## src/rtl/cdb_arbiter_pkg.sv

```systemverilog
// Shared types for the common-data-bus arbiter: CDB packet layout and
// functional-unit index assignments.
package cdb_arbiter_pkg;

   localparam int unsigned NUM_FU    = 4;
   localparam int unsigned FU_ALU    = 0;
   localparam int unsigned FU_MUL    = 1;
   localparam int unsigned FU_MEM    = 2;
   localparam int unsigned FU_BRANCH = 3;

   typedef struct packed {
      logic        valid;
      logic [5:0]  preg;
      logic [31:0] data;
      logic [4:0]  rob_id;
   } cdb_t;

   // Pointer width that stays legal for a single requester.
   function automatic int unsigned ptr_width(input int unsigned n);
      return (n > 1) ? $clog2(n) : 1;
   endfunction

endpackage

```

## src/rtl/cdb_arbiter_rr.sv

```systemverilog
// Round-robin arbiter: searches from i_ptr upward (mod NUM_REQ) and grants
// the first active request as a one-hot vector plus its index.
module rr_arbiter #(
   parameter int unsigned NUM_REQ = 4,
   parameter int unsigned PTR_W   = 2
) (
   input  logic [NUM_REQ-1:0] i_req,
   input  logic [PTR_W-1:0]   i_ptr,
   output logic [NUM_REQ-1:0] o_gnt,
   output logic [PTR_W-1:0]   o_gnt_idx,
   output logic               o_gnt_vld
);

   always_comb begin
      int unsigned w_idx;
      o_gnt     = '0;
      o_gnt_idx = '0;
      o_gnt_vld = 1'b0;
      w_idx     = 0;
      for (int unsigned off = 0; off < NUM_REQ; off++) begin
         w_idx = (32'(i_ptr) + off) % NUM_REQ;
         if (!o_gnt_vld && i_req[w_idx]) begin
            o_gnt[w_idx] = 1'b1;
            o_gnt_idx    = PTR_W'(w_idx);
            o_gnt_vld    = 1'b1;
         end
      end
   end

endmodule

```

## src/rtl/cdb_arbiter.sv

```systemverilog
// CDB arbiter: round-robin grant to functional units, one-cycle-delayed grant
// tracking, registered broadcast of the granted unit's packet, sticky collision flag.
module cdb_arbiter
   import cdb_arbiter_pkg::*;
#(
   parameter int unsigned NUM_REQ = NUM_FU
) (
   input  logic                     clk,
   input  logic                     rst,
   input  logic                     flush,
   input  logic [NUM_REQ-1:0]       fu_busy,
   input  cdb_t [NUM_REQ-1:0]       fu_cdb,
   output logic [NUM_REQ-1:0]       cdb_grant,
   output cdb_t                     cdb_out,
   output logic                     collision_err
);

   localparam int unsigned PTR_W = ptr_width(NUM_REQ);

   logic [PTR_W-1:0]   r_rr_ptr;
   logic [NUM_REQ-1:0] r_gnt_q;
   cdb_t               r_cdb_out;
   logic               r_collision;

   logic [NUM_REQ-1:0] w_req;
   logic [NUM_REQ-1:0] w_gnt;
   logic [PTR_W-1:0]   w_gnt_idx;
   logic               w_gnt_vld;
   logic [PTR_W-1:0]   w_ptr_next;
   logic [NUM_REQ-1:0] w_valid;
   logic [PTR_W-1:0]   w_sel_idx;
   cdb_t               w_sel;
   logic               w_sel_vld;
   logic               w_multi;
   logic               w_stray;

   // Masking requests covers both the reset and flush "no grant" cases.
   assign w_req = (rst || flush) ? '0 : fu_busy;

   rr_arbiter #(
      .NUM_REQ (NUM_REQ),
      .PTR_W   (PTR_W)
   ) u_rr (
      .i_req     (w_req),
      .i_ptr     (r_rr_ptr),
      .o_gnt     (w_gnt),
      .o_gnt_idx (w_gnt_idx),
      .o_gnt_vld (w_gnt_vld)
   );

   assign w_ptr_next = (w_gnt_idx == PTR_W'(NUM_REQ - 1)) ? '0 : w_gnt_idx + PTR_W'(1);

   always_comb begin
      w_valid   = '0;
      w_sel_idx = '0;
      for (int unsigned i = 0; i < NUM_REQ; i++) begin
         w_valid[i] = fu_cdb[i].valid;
         if (r_gnt_q[i]) w_sel_idx = PTR_W'(i);
      end
   end

   assign w_sel     = fu_cdb[w_sel_idx];
   assign w_sel_vld = (|r_gnt_q) && w_sel.valid;
   assign w_multi   = |(w_valid & (w_valid - NUM_REQ'(1)));
   assign w_stray   = |(w_valid & ~r_gnt_q);

   always_ff @(posedge clk) begin
      if (rst) begin
         r_rr_ptr    <= '0;
         r_gnt_q     <= '0;
         r_cdb_out   <= '0;
         r_collision <= 1'b0;
      end else begin
         if (w_gnt_vld) r_rr_ptr <= w_ptr_next;
         r_gnt_q <= w_gnt;
         if (w_stray || w_multi) r_collision <= 1'b1;
         // Payload fields hold when nothing is broadcast; only valid drops.
         if (!flush && w_sel_vld) r_cdb_out <= w_sel;
         else                     r_cdb_out.valid <= 1'b0;
      end
   end

   assign cdb_grant     = w_gnt;
   assign cdb_out       = r_cdb_out;
   assign collision_err = r_collision;

endmodule

```

## config.mk

```make
export PLATFORM = sky130hd
export DESIGN_NAME = cdb_arbiter
export DESIGN_NICKNAME = d
export VERILOG_FILES = /design/src/rtl/cdb_arbiter_pkg.sv /design/src/rtl/cdb_arbiter_rr.sv /design/src/rtl/cdb_arbiter.sv
export SDC_FILE = /design/constraint.sdc
export NUM_CORES = 1
export LEC_CHECK = 0
export BUFFER_PORTS_ARGS = -buffer_cell sky130_fd_sc_hd__buf_2
export CORE_UTILIZATION = 46
export DETAILED_ROUTE_END_ITERATION = 12
export MAX_ROUTING_LAYER = met4
export PLACE_DENSITY = 0.86
export SYNTH_ARGS = -nofsm -noshare
export SYNTH_HDL_FRONTEND = slang
export SYNTH_HIERARCHICAL = 1
export SYNTH_SLANG_ARGS = --single-unit
```

## constraint.sdc

```tcl
create_clock -name clk -period 4.2 [get_ports clk]
set_input_delay 0.84 -clock clk [delete_from_list [all_inputs] [get_ports clk]]
set_output_delay 0.84 -clock clk [all_outputs]
set_load 0.03 [all_outputs]
```

# [Yosys cells after proc, flatten, opt, wreduce, memory -nomap -nowiden]
# Index checks and enable logic that the tools add are counted.
[totals] register_bits=51 output_inout_bits=49 elab_cells=83 n_memories=0 ram_bits=0 latchBits=0 mem_bits_ro=0 inputBits=183
[classes] eq_ne=1 div_mod_pow=0 shift=0 n_bitwise=7 n_reduce_logical=19 mux=35 mul=0 n_addsub=5 magnitude_cmp=9
[op_table] op="44-bit binary-select mux with 2-bit select" count=1
[op_table] op="44-bit 2-to-1 mux" count=1
[op_table] op="4-bit 2-to-1 mux" count=5
[op_table] op="2-bit by 3-bit less-than comparator with 1-bit output (second input constant)" count=5
[op_table] op="2-bit 2-to-1 mux" count=7
[op_table] op="1-bit 2-to-1 mux" count=13
[op_table] op="4-bit bitwise OR" count=3
[op_table] op="4-bit OR reduction" count=3
[op_table] op="1-bit logical AND" count=9
[op_table] op="4-bit bitwise AND" count=2
[op_table] op="1-bit binary-select mux with 2-bit select" count=4
[op_table] op="1-bit demux with 2-bit select" count=4
[op_table] op="2-bit by 1-bit greater-or-equal comparator with 1-bit output (second input constant)" count=4
[op_table] op="2-bit by 1-bit adder with 2-bit output (second input constant)" count=2
[op_table] op="2-bit adder (second input constant)" count=2
[op_table] op="1-bit zero test" count=4
[op_table] op="4-bit inverter" count=1
[op_table] op="4-bit by 1-bit subtractor with 4-bit output (second input constant)" count=1
[op_table] op="2-bit equality test (second input constant)" count=1
[op_table] op="1-bit logical OR" count=2
[op_table] op="2-bit OR reduction" count=1
[op_table] op="1-bit inverter" count=1

# [Longest topological paths before layout]
[logic_depth] ltp_word=16 mapped_depth=12 ltp_nobuf=10

# [Hierarchy]
# Netlist, hierarchy kept.
[modules_own_cells] module="cdb_arbiter" cells_each=293 seq_area_each_um2=1021.0 instances=1 area_per_inst_um2=3146.8
[modules_own_cells] module="rr_arbiter" cells_each=45 seq_area_each_um2=0.0 instances=1 area_per_inst_um2=419.2

# [Worst setup path after synthesis]
# OpenSTA, ideal clock, no wires.
[synth_timing] path_type="in2out" from="in rst" to="out cdb_grant[0]" path_stages=8 t_arrival_ps=2938 path_buffers=2 setup_slack_ps=422 required_ps=3360 cell_sequence="clkbuf_1 nor2_1 and2_1 mux4_2 buf_6 and2b_2 a22oi_1 o21ai_0"
[synth_via] elab_chain_cells=14 elab_cells_between_ends=26 classes_between="16 x mux; 3 x bitwise; 7 x reduce/logical"
[synth_lines] item="start, declared" line="cdb_arbiter.sv:9" rtl="input logic rst,"
[synth_lines] item="1-bit logical OR *" line="cdb_arbiter.sv:38" rtl="assign w_req = (rst || flush) ? '0 : fu_busy;"
[synth_lines] item="4-bit 2-to-1 mux *" line="cdb_arbiter.sv:38"
[synth_lines] item="via w_req[2]" line="cdb_arbiter.sv:25" rtl="logic [NUM_REQ-1:0] w_req;"
[synth_lines] item="1-bit binary-select mux with 2-bit select" line="cdb_arbiter_rr.sv:22" rtl="if (!o_gnt_vld && i_req[w_idx]) begin"
[synth_lines] item="1-bit 2-to-1 mux (not written as such)" line="cdb_arbiter_rr.sv:22"
[synth_lines] item="1-bit 2-to-1 mux" line="cdb_arbiter_rr.sv:22"
[synth_lines] item="1-bit zero test" line="cdb_arbiter_rr.sv:22"
[synth_lines] item="1-bit logical AND" line="cdb_arbiter_rr.sv:22"
[synth_lines] item="1-bit 2-to-1 mux" line="cdb_arbiter_rr.sv:22"
[synth_lines] item="1-bit zero test" line="cdb_arbiter_rr.sv:22"
[synth_lines] item="1-bit logical AND" line="cdb_arbiter_rr.sv:22"
[synth_lines] item="1-bit 2-to-1 mux" line="cdb_arbiter_rr.sv:22"
[synth_lines] item="1-bit zero test" line="cdb_arbiter_rr.sv:22"
[synth_lines] item="1-bit logical AND" line="cdb_arbiter_rr.sv:22"
[synth_lines] item="4-bit 2-to-1 mux *" line="cdb_arbiter_rr.sv:22"
[synth_lines] item="end, declared" line="cdb_arbiter.sv:13" rtl="output logic [NUM_REQ-1:0] cdb_grant,"
# The timed path passes the listed nets; every way through them passes the cells marked *. The select of a mux whose other input is x is not followed.

# [Worst setup path in the final report]
[layout_timing] from="reg r_rr_ptr[0]" to="out cdb_grant[1]"
[layout_via] elab_chain_cells=12 elab_cells_between_ends=47 classes_between="3 x add/sub; 8 x order compare; 23 x mux; 3 x bitwise; 10 x reduce/logical"
[layout_lines] item="start, declared" line="cdb_arbiter.sv:20" rtl="logic [PTR_W-1:0] r_rr_ptr;"
[layout_lines] item="start signal, assigned" line="cdb_arbiter.sv:74" rtl="if (w_gnt_vld) r_rr_ptr <= w_ptr_next;"
[layout_lines] item="parallel branches: the longest is 11 deep, another holds 2-bit by 3-bit less-than comparator with 1-bit output"
[layout_lines] item="4-bit 2-to-1 mux *" line="cdb_arbiter_rr.sv:22"
# Every way passes the cells marked *. The select of a mux whose other input is x is not followed.

==> flow_summary.toml <==
[run_status]
status = "complete, no violations"

[clocking]
cts_tree = "done"
clock_sinks = 51
cts_hold_buf = 0
cts_max_path_buffers = 2
clock_latency_ns = 0.30
post_cts_resized = 0
clk_transition_reported_paths_ns = 0.09
h-tree-depth = 2
cts_buffers = 5
postCtsSetupRepairBufs = 0
clockRootBuffer = "clkbuf_8"

[floorplan]
rows = 31
die_area_um2 = 8110
die_w_um = 90.0
die_h_um = 90.0
io_pins = 232
start_util_pct = 48.4
core-area_um2 = 7370

[layout]
stdcell_count = 640
syn_to_final_growth_pct = 32.9
n_antenna_cell = 0
nets = 729
drive_above_1_share_pct = 63.0
fill_cells = 604
design_area_um2 = 4740

[flow_run]
maxCapViolCount = 0

[logic_synthesis]
netlist_area_um2 = 3570
synth_edf_count = 0
syn_nets = 527
synth_warnings = 6
synthMuxAreaShare_pct = 17.8
synth-main-ff-cell = "dfxtp_1"
syn-instance-count = 338
synth_compound_area_share_pct = 38.1
syn_area_per_cell_um2 = 10.6
synthSimpleGateAreaFrac_pct = 4.98
ys_ff_latch = 51
synth_fa_ha_area_share_pct = 2.11
synth-xor-area-share_pct = 0
synthArstFlopShare_pct = 0
synth_top_family_by_area = "compound AO/OA/AOI/OAI gates"
yosysUniqueCellTypes = 39
synth-seq-area-share_pct = 28.6

[global_route]
grt_pass1_vias = 3748
grt_pass1_wl_mm = 18.1
grt_overflow_total = 0
antenna_found_initial = 0
grt_start_max_net_pins = 52
grt.total_usage_pct = 28.2

[power]
vdd_drop_max_mv = 0.514
power_leakage_nw = 2.13
power.density_nw_per_um2 = 546
finalPower_mw = 2.59

[route]
firstDrtPassIters = 8
drc = 0
routed_wl_mm = 11.7
post_drt_via_cell_ratio = 6.08
drt-initial-drc-count = 427
vias = 3894
ant_nets = 0
wl_per_cell_um = 18.2

[timing]
finClkSkew_ns = 0.00600
rsz0062_at_grt = "false"
drv_slew = 0
finalHoldViolations = 0
tns_ns = 0
worstMarginPinSlew_ns = 1.10
fin_crit_ns = 3.71
max_freq_ghz = 0.270
setup_viol = 0
min_period_over_period_pct = 88.2
slew_headroom_pct = 26.8

[setup_path]
end_kind = "output pin"
worst_ep_required_time_ns = 3.36
startpoint_type = "flip-flop"
reg2reg_depth = 9
path_max_fanout = 13
crit_type = "reg -> out"
arrival_ns = 2.87

[placed_design]
dp_hpwl_mm = 8.62
gp_congestion = 0.926
dpl-instance-area_um2 = 4640
dp.cells = 632
portBuffers = 231

[hold_path]
whs_path_depth = 2
worst_hold_path_type = "reg -> reg"
## placed cells by master (no fill, tap or decap), drive strengths merged, types with 2 or more instances in the layout
master    n
a211oi   43
a21oi    44
a222oi   43
a22oi     9
and2      5
buf     236
clkbuf    6
dfxtp    51
ha        6
inv       8
mux2     45
mux2i     3
mux4      4
nand2     3
nor2      7
nor2b     7
o211ai    2
o21ai     5
## final timing paths
path                               startpoint            end  slack, ns
worst min register to register  collision_err  collision_err       0.47
worst max-delay path              r_rr_ptr[0]   cdb_grant[1]       0.49
worst max register to register    r_rr_ptr[0]    r_rr_ptr[1]       1.17
worst min-delay path            collision_err  collision_err       0.47
## layer usage
layer | global-route usage, % | routed length [µm] | up-vias
met3 | 4.74 | 883 | 34
li1 | - | - | 1798
met2 | 46.9 | 5930 | 217
met1 | 33.1 | 4490 | 1845
met5 | - | 0 | -
met4 | 13.6 | 369 | 0
## synth_stat cells (2+ instances only)
master | n | area [µm²]
a211oi_1 | 3 | 22.5
a211oi_2 | 40 | 500
a21oi_1 | 44 | 220
a222oi_1 | 43 | 430
a22oi_1 | 9 | 67.6
and2_1 | 5 | 31.3
buf_12 | 4 | 80.1
buf_2 | 9 | 45.0
buf_6 | 5 | 56.3
clkbuf_1 | 22 | 82.6
dfxtp_1 | 51 | 1020
ha_1 | 6 | 75.1
inv_1 | 7 | 26.3
mux2_2 | 45 | 507
mux2i_1 | 3 | 30.0
mux4_1 | 2 | 52.6
mux4_2 | 2 | 45.0
nand2_1 | 3 | 11.3
nor2_1 | 6 | 22.5
nor2b_1 | 6 | 37.5
o21ai_0 | 5 | 25.0
## cells by family after synthesis
family	count (synthesis)
compound gates	153
mux	52
flops	51
buf+inv	49
simple gates	27
fa+ha+maj	6
## power breakdown
group,total (mW),internal [mW],switching (mW)
registers,0.743,0.607,0.135
clock network,0.298,0.135,0.163
logic,1.55,0.610,0.937
total,2.59,1.35,1.24
## per-stage QoR
stage | hold WS (ns) | setup slack [ns] | util (%)
floorplan | 0.534 | 0.422 | -
global placement | 0.452 | 0.696 | 63.0
detailed placement | 0.456 | 0.590 | 63.0
CTS | 0.469 | 0.483 | 64.3
global route | 0.497 | 0.278 | 64.3
finish | 0.468 | 0.494 | 64.3
## cell type report
class                      count  area, µm²  area share, %
clock buffer                   6       82.6           1.74
clock inverter                 2       16.3          0.343
inverter                       8       30.0          0.634
multi-input combinational    238       2260           47.6
sequential                    51       1020           21.6
tap                           99        124           2.61
timing repair buffer         236       1210           25.4
## sequential cells by signal (all words and copies together), names as in the netlist
name / flops
cdb_out: 44
r_gnt_q: 4
collision_err: 1
r_rr_ptr: 2
## critical path, stage by stage, from the launching register on
cell and delay (ns):
dfxtp_1 0.65, inv_1 0.16, ha_1 0.40, mux4_2 0.45, nor4b_4 0.41, a22oi_1 0.14
o21ai_0 0.13, buf_2 0.23
Power figures use the tool's default switching activity.
